### src/rtl/axi4_arb_pkg.sv
// Shared types and width helpers for the AXI4 read-channel arbiter.
package axi4_arb_pkg;

  typedef enum logic [0:0] {
    ST_IDLE  = 1'b0,
    ST_ISSUE = 1'b1
  } arb_state_e;

  // Bits needed to carry a master index on the slave-side ID.
  function automatic int midx_w(input int num_mst);
    return (num_mst > 1) ? $clog2(num_mst) : 1;
  endfunction

  // Slave-side ID width: master index prepended to the master ARID.
  function automatic int sid_w(input int id_width, input int num_mst);
    return id_width + midx_w(num_mst);
  endfunction

endpackage

### src/rtl/axi4_rr_arbiter.sv
// Round-robin picker: one-hot grant searched from the rotating pointer,
// pointer advances past the winner when the grant is taken.
module axi4_rr_arbiter #(
  parameter int NUM_REQ = 2,
  parameter int IDX_W   = 1
) (
  input  logic               clk,
  input  logic               rst,
  input  logic [NUM_REQ-1:0] req,
  input  logic               upd,
  output logic [NUM_REQ-1:0] grant,
  output logic [IDX_W-1:0]   grant_idx
);

  localparam int unsigned N = NUM_REQ;

  logic [IDX_W-1:0] ptr;
  logic             found;

  // Search candidates in order ptr, ptr+1, ... (mod N); first requester wins.
  always_comb begin
    grant     = '0;
    grant_idx = '0;
    found     = 1'b0;
    for (int unsigned off = 0; off < N; off++) begin
      for (int unsigned j = 0; j < N; j++) begin
        if (!found && req[j] && (((32'(ptr) + off) % N) == j)) begin
          found     = 1'b1;
          grant[j]  = 1'b1;
          grant_idx = IDX_W'(j);
        end
      end
    end
  end

  // Pointer moves to the requester after the winner once the grant is used.
  always_ff @(posedge clk or posedge rst) begin
    if (rst) begin
      ptr <= '0;
    end else if (upd && found) begin
      if ((32'(grant_idx) + 32'd1) == N) begin
        ptr <= '0;
      end else begin
        ptr <= grant_idx + 1'b1;
      end
    end
  end

endmodule

### src/rtl/axi4_rd_arbiter.sv
// AXI4 read arbiter: N masters share one slave read port. AR requests are
// granted round-robin and reissued from registers; R beats route back by the
// master index carried in the upper bits of RID.
module axi4_rd_arbiter
  import axi4_arb_pkg::*;
#(
  parameter int NUM_MST    = 2,
  parameter int ADDR_WIDTH = 32,
  parameter int DATA_WIDTH = 64,
  parameter int ID_WIDTH   = 4,
  parameter int MAX_OUTST  = 8,
  localparam int MIDX_W    = midx_w(NUM_MST),
  localparam int SID_W     = sid_w(ID_WIDTH, NUM_MST),
  localparam int CNT_W     = $clog2(MAX_OUTST + 1)
) (
  input  logic                           aclk,
  input  logic                           areset,
  input  logic [NUM_MST-1:0]             m_arvalid,
  output logic [NUM_MST-1:0]             m_arready,
  input  logic [NUM_MST*ID_WIDTH-1:0]    m_arid,
  input  logic [NUM_MST*ADDR_WIDTH-1:0]  m_araddr,
  input  logic [NUM_MST*8-1:0]           m_arlen,
  input  logic [NUM_MST*3-1:0]           m_arsize,
  input  logic [NUM_MST*2-1:0]           m_arburst,
  output logic [NUM_MST-1:0]             m_rvalid,
  input  logic [NUM_MST-1:0]             m_rready,
  output logic [ID_WIDTH-1:0]            m_rid,
  output logic [DATA_WIDTH-1:0]          m_rdata,
  output logic [1:0]                     m_rresp,
  output logic                           m_rlast,
  output logic                           s_arvalid,
  input  logic                           s_arready,
  output logic [SID_W-1:0]               s_arid,
  output logic [ADDR_WIDTH-1:0]          s_araddr,
  output logic [7:0]                     s_arlen,
  output logic [2:0]                     s_arsize,
  output logic [1:0]                     s_arburst,
  input  logic                           s_rvalid,
  output logic                           s_rready,
  input  logic [SID_W-1:0]               s_rid,
  input  logic [DATA_WIDTH-1:0]          s_rdata,
  input  logic [1:0]                     s_rresp,
  input  logic                           s_rlast,
  output logic [CNT_W-1:0]               outst_cnt,
  output logic                           err_rid
);

  arb_state_e state;

  logic [NUM_MST-1:0]    grant;
  logic [MIDX_W-1:0]     grant_idx;
  logic                  can_issue;
  logic                  grant_fire;
  logic                  ar_hs;
  logic                  r_done;

  logic [ID_WIDTH-1:0]   sel_id;
  logic [ADDR_WIDTH-1:0] sel_addr;
  logic [7:0]            sel_len;
  logic [2:0]            sel_size;
  logic [1:0]            sel_burst;

  logic [MIDX_W-1:0]     r_idx;
  logic                  r_mapped;

  axi4_rr_arbiter #(
    .NUM_REQ (NUM_MST),
    .IDX_W   (MIDX_W)
  ) u_rr (
    .clk       (aclk),
    .rst       (areset),
    .req       (m_arvalid),
    .upd       (grant_fire),
    .grant     (grant),
    .grant_idx (grant_idx)
  );

  assign can_issue  = (outst_cnt < CNT_W'(MAX_OUTST));
  assign grant_fire = (state == ST_IDLE) && can_issue && (|m_arvalid);
  assign m_arready  = (grant_fire && !areset) ? grant : '0;

  assign ar_hs  = s_arvalid && s_arready;
  assign r_done = s_rvalid && s_rready && s_rlast;

  // Select the winning master's AR payload.
  always_comb begin
    sel_id    = '0;
    sel_addr  = '0;
    sel_len   = '0;
    sel_size  = '0;
    sel_burst = '0;
    for (int unsigned i = 0; i < NUM_MST; i++) begin
      if (grant[i]) begin
        sel_id    = m_arid[i*ID_WIDTH +: ID_WIDTH];
        sel_addr  = m_araddr[i*ADDR_WIDTH +: ADDR_WIDTH];
        sel_len   = m_arlen[i*8 +: 8];
        sel_size  = m_arsize[i*3 +: 3];
        sel_burst = m_arburst[i*2 +: 2];
      end
    end
  end

  // AR FSM: capture the granted request in IDLE, present it until accepted.
  always_ff @(posedge aclk or posedge areset) begin
    if (areset) begin
      state     <= ST_IDLE;
      s_arvalid <= 1'b0;
      s_arid    <= '0;
      s_araddr  <= '0;
      s_arlen   <= '0;
      s_arsize  <= '0;
      s_arburst <= '0;
    end else begin
      case (state)
        ST_IDLE: begin
          if (grant_fire) begin
            s_arid    <= {grant_idx, sel_id};
            s_araddr  <= sel_addr;
            s_arlen   <= sel_len;
            s_arsize  <= sel_size;
            s_arburst <= sel_burst;
            s_arvalid <= 1'b1;
            state     <= ST_ISSUE;
          end
        end
        ST_ISSUE: begin
          if (s_arready) begin
            s_arvalid <= 1'b0;
            state     <= ST_IDLE;
          end
        end
        default: begin
          s_arvalid <= 1'b0;
          state     <= ST_IDLE;
        end
      endcase
    end
  end

  // Outstanding-burst counter; decrement saturates at zero.
  always_ff @(posedge aclk or posedge areset) begin
    if (areset) begin
      outst_cnt <= '0;
    end else if (ar_hs && !r_done) begin
      outst_cnt <= outst_cnt + 1'b1;
    end else if (!ar_hs && r_done && (outst_cnt != '0)) begin
      outst_cnt <= outst_cnt - 1'b1;
    end
  end

  assign r_idx    = s_rid[SID_W-1:ID_WIDTH];
  assign r_mapped = (32'(r_idx) < NUM_MST);

  assign m_rid   = s_rid[ID_WIDTH-1:0];
  assign m_rdata = s_rdata;
  assign m_rresp = s_rresp;
  assign m_rlast = s_rlast;

  // Route R to the master named by RID; unmapped indices are drained.
  always_comb begin
    m_rvalid = '0;
    s_rready = 1'b1;
    if (r_mapped) begin
      s_rready = 1'b0;
      for (int unsigned i = 0; i < NUM_MST; i++) begin
        if (r_idx == MIDX_W'(i)) begin
          m_rvalid[i] = s_rvalid;
          s_rready    = m_rready[i];
        end
      end
    end
  end

  // Sticky flag for R beats that map to no master.
  always_ff @(posedge aclk or posedge areset) begin
    if (areset) begin
      err_rid <= 1'b0;
    end else if (s_rvalid && !r_mapped) begin
      err_rid <= 1'b1;
    end
  end

endmodule

### config.mk
export PLATFORM = sky130hd
export DESIGN_NAME = axi4_rd_arbiter
export DESIGN_NICKNAME = d
export VERILOG_FILES = /design/src/rtl/axi4_arb_pkg.sv /design/src/rtl/axi4_rr_arbiter.sv /design/src/rtl/axi4_rd_arbiter.sv
export SDC_FILE = /design/constraint.sdc
export NUM_CORES = 1
export LEC_CHECK = 0
export BUFFER_PORTS_ARGS = -buffer_cell sky130_fd_sc_hd__buf_2
export CAP_MARGIN = 20
export CELL_PAD_IN_SITES_DETAIL_PLACEMENT = 1
export CELL_PAD_IN_SITES_GLOBAL_PLACEMENT = 2
export CORE_MARGIN = 10
export CORE_UTILIZATION = 18
export CTS_CLUSTER_SIZE = 28
export DETAILED_ROUTE_END_ITERATION = 7
export HOLD_SLACK_MARGIN = 0.15
export PLACE_DENSITY = 0.82
export REMOVE_ABC_BUFFERS = 1
export SYNTH_ARGS = -nofsm -noshare
export SYNTH_HDL_FRONTEND = slang
export SYNTH_HIERARCHICAL = 1
export SYNTH_SLANG_ARGS = --single-unit
### constraint.sdc
create_clock -name aclk -period 2.36 [get_ports aclk]
set_clock_uncertainty 0.2 [all_clocks]
set_input_delay 0.236 -clock aclk [delete_from_list [all_inputs] [get_ports aclk]]
set_output_delay 0.236 -clock aclk [all_outputs]
set_load 0.01 [all_outputs]
# Word level (Yosys, flattened, before mapping)

Index checks and enable logic that the tools add are counted.

Add/subtract/negate cells: 5
Order comparisons: 1
Equal/unequal tests: 3
Mux-type cells: 32
Bitwise logic cells: 1
Reductions and logical operators: 30

Operators with widths:

| operator                                                               | number |
|---|---|
| 32-bit logical NOT                                                     | 2 |
| 32-bit two-way mux                                                     | 2 |
| 32-bit by 2-bit equality test with 1-bit output, second input constant | 1 |
| 1-bit logical AND                                                      | 17 |
| 1-bit two-way mux                                                      | 17 |
| 4-bit two-way mux                                                      | 4 |
| 8-bit two-way mux                                                      | 2 |
| 1-bit logical NOT                                                      | 6 |
| 2-bit two-way mux                                                      | 3 |
| 3-bit two-way mux                                                      | 2 |
| 4-bit by 1-bit adder with 4-bit output, second input constant          | 1 |
| 4-bit < comparator, second input constant                              | 1 |
| 2-bit != test, second input constant                                   | 2 |
| 1-bit one-hot mux with 2 select lines                                  | 2 |
| 2-bit AND reduction                                                    | 2 |
| 4-bit nonzero test                                                     | 1 |
| 4-bit by 1-bit subtractor with 4-bit output, second input constant     | 1 |
| 1-bit adder, second input constant                                     | 2 |
| 1-bit by 1-bit adder with 2-bit output, second input constant          | 1 |
| 2-bit nonzero test                                                     | 1 |
| 2-bit OR reduction                                                     | 1 |
| 1-bit NOT                                                              | 1 |

Register bits: 57
Input bits: 178
Output and inout port bits: 132
Logic and storage cells: 81

# Logic depth before layout (Yosys ltp)

Depth after elaboration: 18
Depth in mapped cells: 8
Mapped depth without buffers: 8

# Hierarchy

The synthesis kept the hierarchy.

By module, submodules not included:

| module          | times used | cells an instance | area an instance (µm²) | seq. area each (µm²) |
|---|---|---|---|---|
| axi4_rd_arbiter | 1          | 334               | 3101.7                 | 1401.3 |
| axi4_rr_arbiter | 1          | 8                 | 66.3                   | 25.0 |

# Worst setup path after synthesis

OpenSTA, ideal clock, no wires.

Path type: input port to output port
From: input port areset
To: output port m_arready[0]
Arrival time: 1792 ps
Required time: 1924 ps
Setup slack: 132 ps
Stages: 2
Buffers on the path: 0
Path through: inv_1 -> and3_1

Cells in the longest elaborated chain, start to end: 3

Ends and longest elaborated chain:

| element                            | RTL line              | source |
|---|---|---|
| from (decl)                        | axi4_rd_arbiter.sv:17 | `input logic areset,` |
| 1-bit logical NOT (no source line) | --                    |  |
| 1-bit logical AND                  | axi4_rd_arbiter.sv:80 | `assign m_arready = (grant_fire && !areset) ? grant : '0;` |
| 2-bit two-way mux                  | axi4_rd_arbiter.sv:80 |  |
| to (decl)                          | axi4_rd_arbiter.sv:19 | `output logic [NUM_MST-1:0] m_arready,` |

Every way passes these cells.

# Final worst setup path

From: input port m_arvalid[0]
To: register s_arsize[0]

Cells in the longest elaborated chain, start to end: 15
Elaborated cells between the ends (all ways): 21
Classes of those cells: 8 x mux; 13 x reduce/logical

Ends and longest elaborated chain:

| element                        | RTL line               | source |
|---|---|---|
| from (decl)                    | axi4_rd_arbiter.sv:18  | `input logic [NUM_MST-1:0] m_arvalid,` |
| 1-bit logical AND              | axi4_rr_arbiter.sv:27  | `if (!found && req[j] && (((32'(ptr) + off) % N) == j)) begin` |
| 1-bit two-way mux              | axi4_rr_arbiter.sv:27  |  |
| 1-bit logical NOT              | axi4_rr_arbiter.sv:27  |  |
| 1-bit logical AND (2 in a row) | axi4_rr_arbiter.sv:27  |  |
| 1-bit two-way mux              | axi4_rr_arbiter.sv:27  |  |
| 1-bit logical NOT              | axi4_rr_arbiter.sv:27  |  |
| 1-bit logical AND (2 in a row) | axi4_rr_arbiter.sv:27  |  |
| 1-bit two-way mux              | axi4_rr_arbiter.sv:27  |  |
| 1-bit logical NOT              | axi4_rr_arbiter.sv:27  |  |
| 1-bit logical AND (2 in a row) | axi4_rr_arbiter.sv:27  |  |
| 1-bit two-way mux *            | axi4_rr_arbiter.sv:27  |  |
| named net grant[1]             | axi4_rd_arbiter.sv:50  | `logic [NUM_MST-1:0] grant;` |
| 3-bit two-way mux *            | axi4_rd_arbiter.sv:93  | `if (grant[i]) begin` |
| to (signal assigned)           | axi4_rd_arbiter.sv:120 | `s_arsize <= sel_size;` |
| to (decl)                      | axi4_rd_arbiter.sv:36  | `output logic [2:0] s_arsize,` |

The timed path passes the listed nets; every way through them passes the cells marked *.
A chain may end at the register's enable or synchronous reset.

==> reports/metrics.yaml <==
layout:
  drive_gt1_share_pct: 37.1
  fin_nets: 724
  areaGrowthSynthToFinish_pct: 61.6
  fillers: 2026
  finalInstanceArea_sq_mm: 0.00512
drt:
  ant_nets: 0
  vias: 3353
  routed_wl_mm: 17.6
  drcViolationCount: 0
  wl_per_cell_microns: 22.8
  viasPerCell: 4.34
  drtIter0Drc: 72
  dr.pass1.iters: 5
place:
  io_buffers: 168
  dpl.hpwl_mm: 12.8
  place_area_sq_mm: 0.00377
  routabilityCongestion: 0.727
floorplanning:
  die_y_microns: 153
  start_util_pct: 18.3
  die_area_sq_mm: 0.0233
  core-area_sq_mm: 0.0173
  num_rows: 48
  ios: 310
  die_w_microns: 153
critical_path:
  crit_chain: "dlygate4sd3_1 > buf_2 > a21boi_4 > buf_6 > nor2_1 > a21oi_1 > dlygate4sd3_1 > a21oi_1"
  slowest_stage: "dlygate4sd3_1"
  cp-end-kind: "register"
  crit_required_ns: 2.36
  critPathMaxFanout: 24
  critPathLaunchType: "input pin"
  path_class: "in2reg"
  cpPeakStageDelay_ns: 0.56
  worstPathArrival_ns: 2.25
yosys:
  post-synth-top-area-cell: "dfrtp_1"
  synth_top_area_share_pct: 45.0
  synth-main-ff-cell: "dfrtp_1"
  syn_area_sq_mm: 0.00317
  ys_seq_area_share_pct: 45.0
  synth-warning-count: 6
  syn_avg_cell_area_sq_um: 9.26
  postSynthCellCount: 342
  synth_edf_count: 0
  ys_ff_latch: 57
  async_flop_share_pct: 100
  synth_area_leaders: "dfrtp_1 (45%), buf_4 (17%), a22oi_1 (11%), a21oi_1 (8.4%), nor2_1 (6.2%)"
  ys_types: 30
pwr:
  leakagePower_uw: 0.00238
  p_per_area_mw_per_mm2: 1100
  peakVddDrop_mv: 0.359
sta:
  slew_headroom_pct: 62.4
  period_needed_ns: 2.25
  worst_pin_slew_ns: 0.563
  hold_viol_final: 0
  max_freq_mhz: 445
  drv_slew: 0
  setup_violations: 0
  timing.final.crit_share_pct: 95.3
  setup_tns_ns: 0
  rsz0062_at_grt: "false"
grt:
  antenna_found_initial: 1
  grt_pass1_wl_mm: 25.4
  grt_use_total_pct: 14.4
  overflow: 0
  grt_start_max_net_pins: 45
  grt_pass1_vias: 3957
cts:
  clkLatencyLatePin_ns: 0.33
  cts.reportedPaths.clkPinSlew_ns: 0.05
  cts_tree: "done"
  clockBufferDepth: 2
  htreeDepth: 3
  post-cts-setup-buffer-count: 0
  cts_sinks: 57
  cts_buffers: 9
  root_buffer: "clkbuf_16"
flow_run:
  maxCapViolCount: 0
hold_path:
  hold_class: "in2out"
run_status:
  run_status: "finished clean"
## cells by family (layout without fill, tap and decap cells)
| logic type | after synthesis | count (layout) | synth area share (%) |
|---|---|---|---|
| buf+inv | 99 | 304 | 20.5 |
| mux | 5 | 5 | 1.74 |
| other cells | 1 | 2 | 0.118 |
| flops | 57 | 57 | 45.0 |
| xor+xnor | 3 | 3 | 0.830 |
| fa+ha+maj | 3 | 3 | 1.42 |
| compound gates | 108 | 108 | 21.5 |
| simple gates | 66 | 66 | 8.81 |
## cell type report
cell class	instances	area (sq um)	share of cell area (%)
antenna	1	2.50	0.0489
clock buffer	12	256	5.01
clock inverter	3	40.0	0.782
inverter	5	18.8	0.367
multi-input combinational	186	1120	21.8
sequential	57	1430	27.9
tap	225	282	5.50
timing repair buffer	284	1980	38.6
## synth_stat cells (all sizes together) (3+ instances only)
library cell and number:
dfrtp 57, nor2 53, a21oi 53, nand2 5
inv 5, clkbuf 12, mux2 4, buf 82
a21boi 3, a22oi 47, a21o 3
## flip-flops by register name, summed over array words and instances (netlist names)
signal,cells
s_arlen,8
u_rr/ptr,1
s_arid,5
outst_cnt,4
state,1
s_arvalid,1
s_arburst,2
s_arsize,3
s_araddr,32
## repair_timing
item | in CTS | in global routing
resized for setup | 0 | 2
endpoints found under the hold margin | 69 | 0
setup endpoints to repair | 0 | 3
hold buffers | 104 | 0
## metrics by stage
stage                     cells  worst slack [ns]  hold WS, ns  power [uW]  util, %
after floorplan             248             -4.36       -0.235        3000        -
after global placement      653             0.129       -0.105        4040     21.8
after detailed placement    653            0.0626       -0.108        4180     21.8
after CTS                   772            0.0908        0.272        5700     29.5
after global routing        773           0.00383        0.272        6100     29.6
final                       773             0.110        0.272        5640     29.6
## routing by layer
metal / up-vias / wire, microns / GRT usage (%)
met5: - / 218 / 8.19
met4: 6 / 279 / 4.18
met3: 27 / 2950 / 12.4
met2: 213 / 7660 / 21.2
met1: 1593 / 6510 / 14.4
li1: 1514 / - / -
## where the power goes
part	total (uW)	internal, uW	switching, uW
clock network	1320	864	458
registers	1810	1500	312
logic	2510	1080	1430
total	5640	3450	2200
## cells in the final DEF (no fill, tap or decap), types with 2 or more instances in the layout
cell type and count:
dfrtp_1 57, clkbuf_16 9, a21oi_1 52, buf_4 11, clkinv_2 2, a22oi_1 47
nand2_1 5, mux2_1 2, clkbuf_8 2, buf_2 168, mux2_2 2, dlygate4sd3_1 104
nor2_1 52, inv_1 4, xnor2_1 2, ha_1 2, a21o_1 3, and3_1 2
## worst paths after layout
kind / startpoint / to / slack [ns] / cells after the start
min in group asynchronous: areset / s_araddr[9] / 0.28 / 3
setup / recovery: m_arvalid[0] / s_arsize[0] / 0.11 / 8
hold / removal: s_rdata[48] / m_rdata[48] / 0.27 / 0
setup reg to reg: u_rr/ptr / s_arsize[0] / 0.26 / 7
max in group asynchronous: areset / s_arid[2] / 0.75 / 4
hold reg to reg: s_arid[2] / s_arid[2] / 0.31 / 2
## worst max-delay path, delay by kind of cell
kind,cells,cell delay (ns)
buf+inv,4,1.53
simple gates,1,0.07
compound gates,3,0.39
No activity file was read; power rests on OpenSTA's default activity.
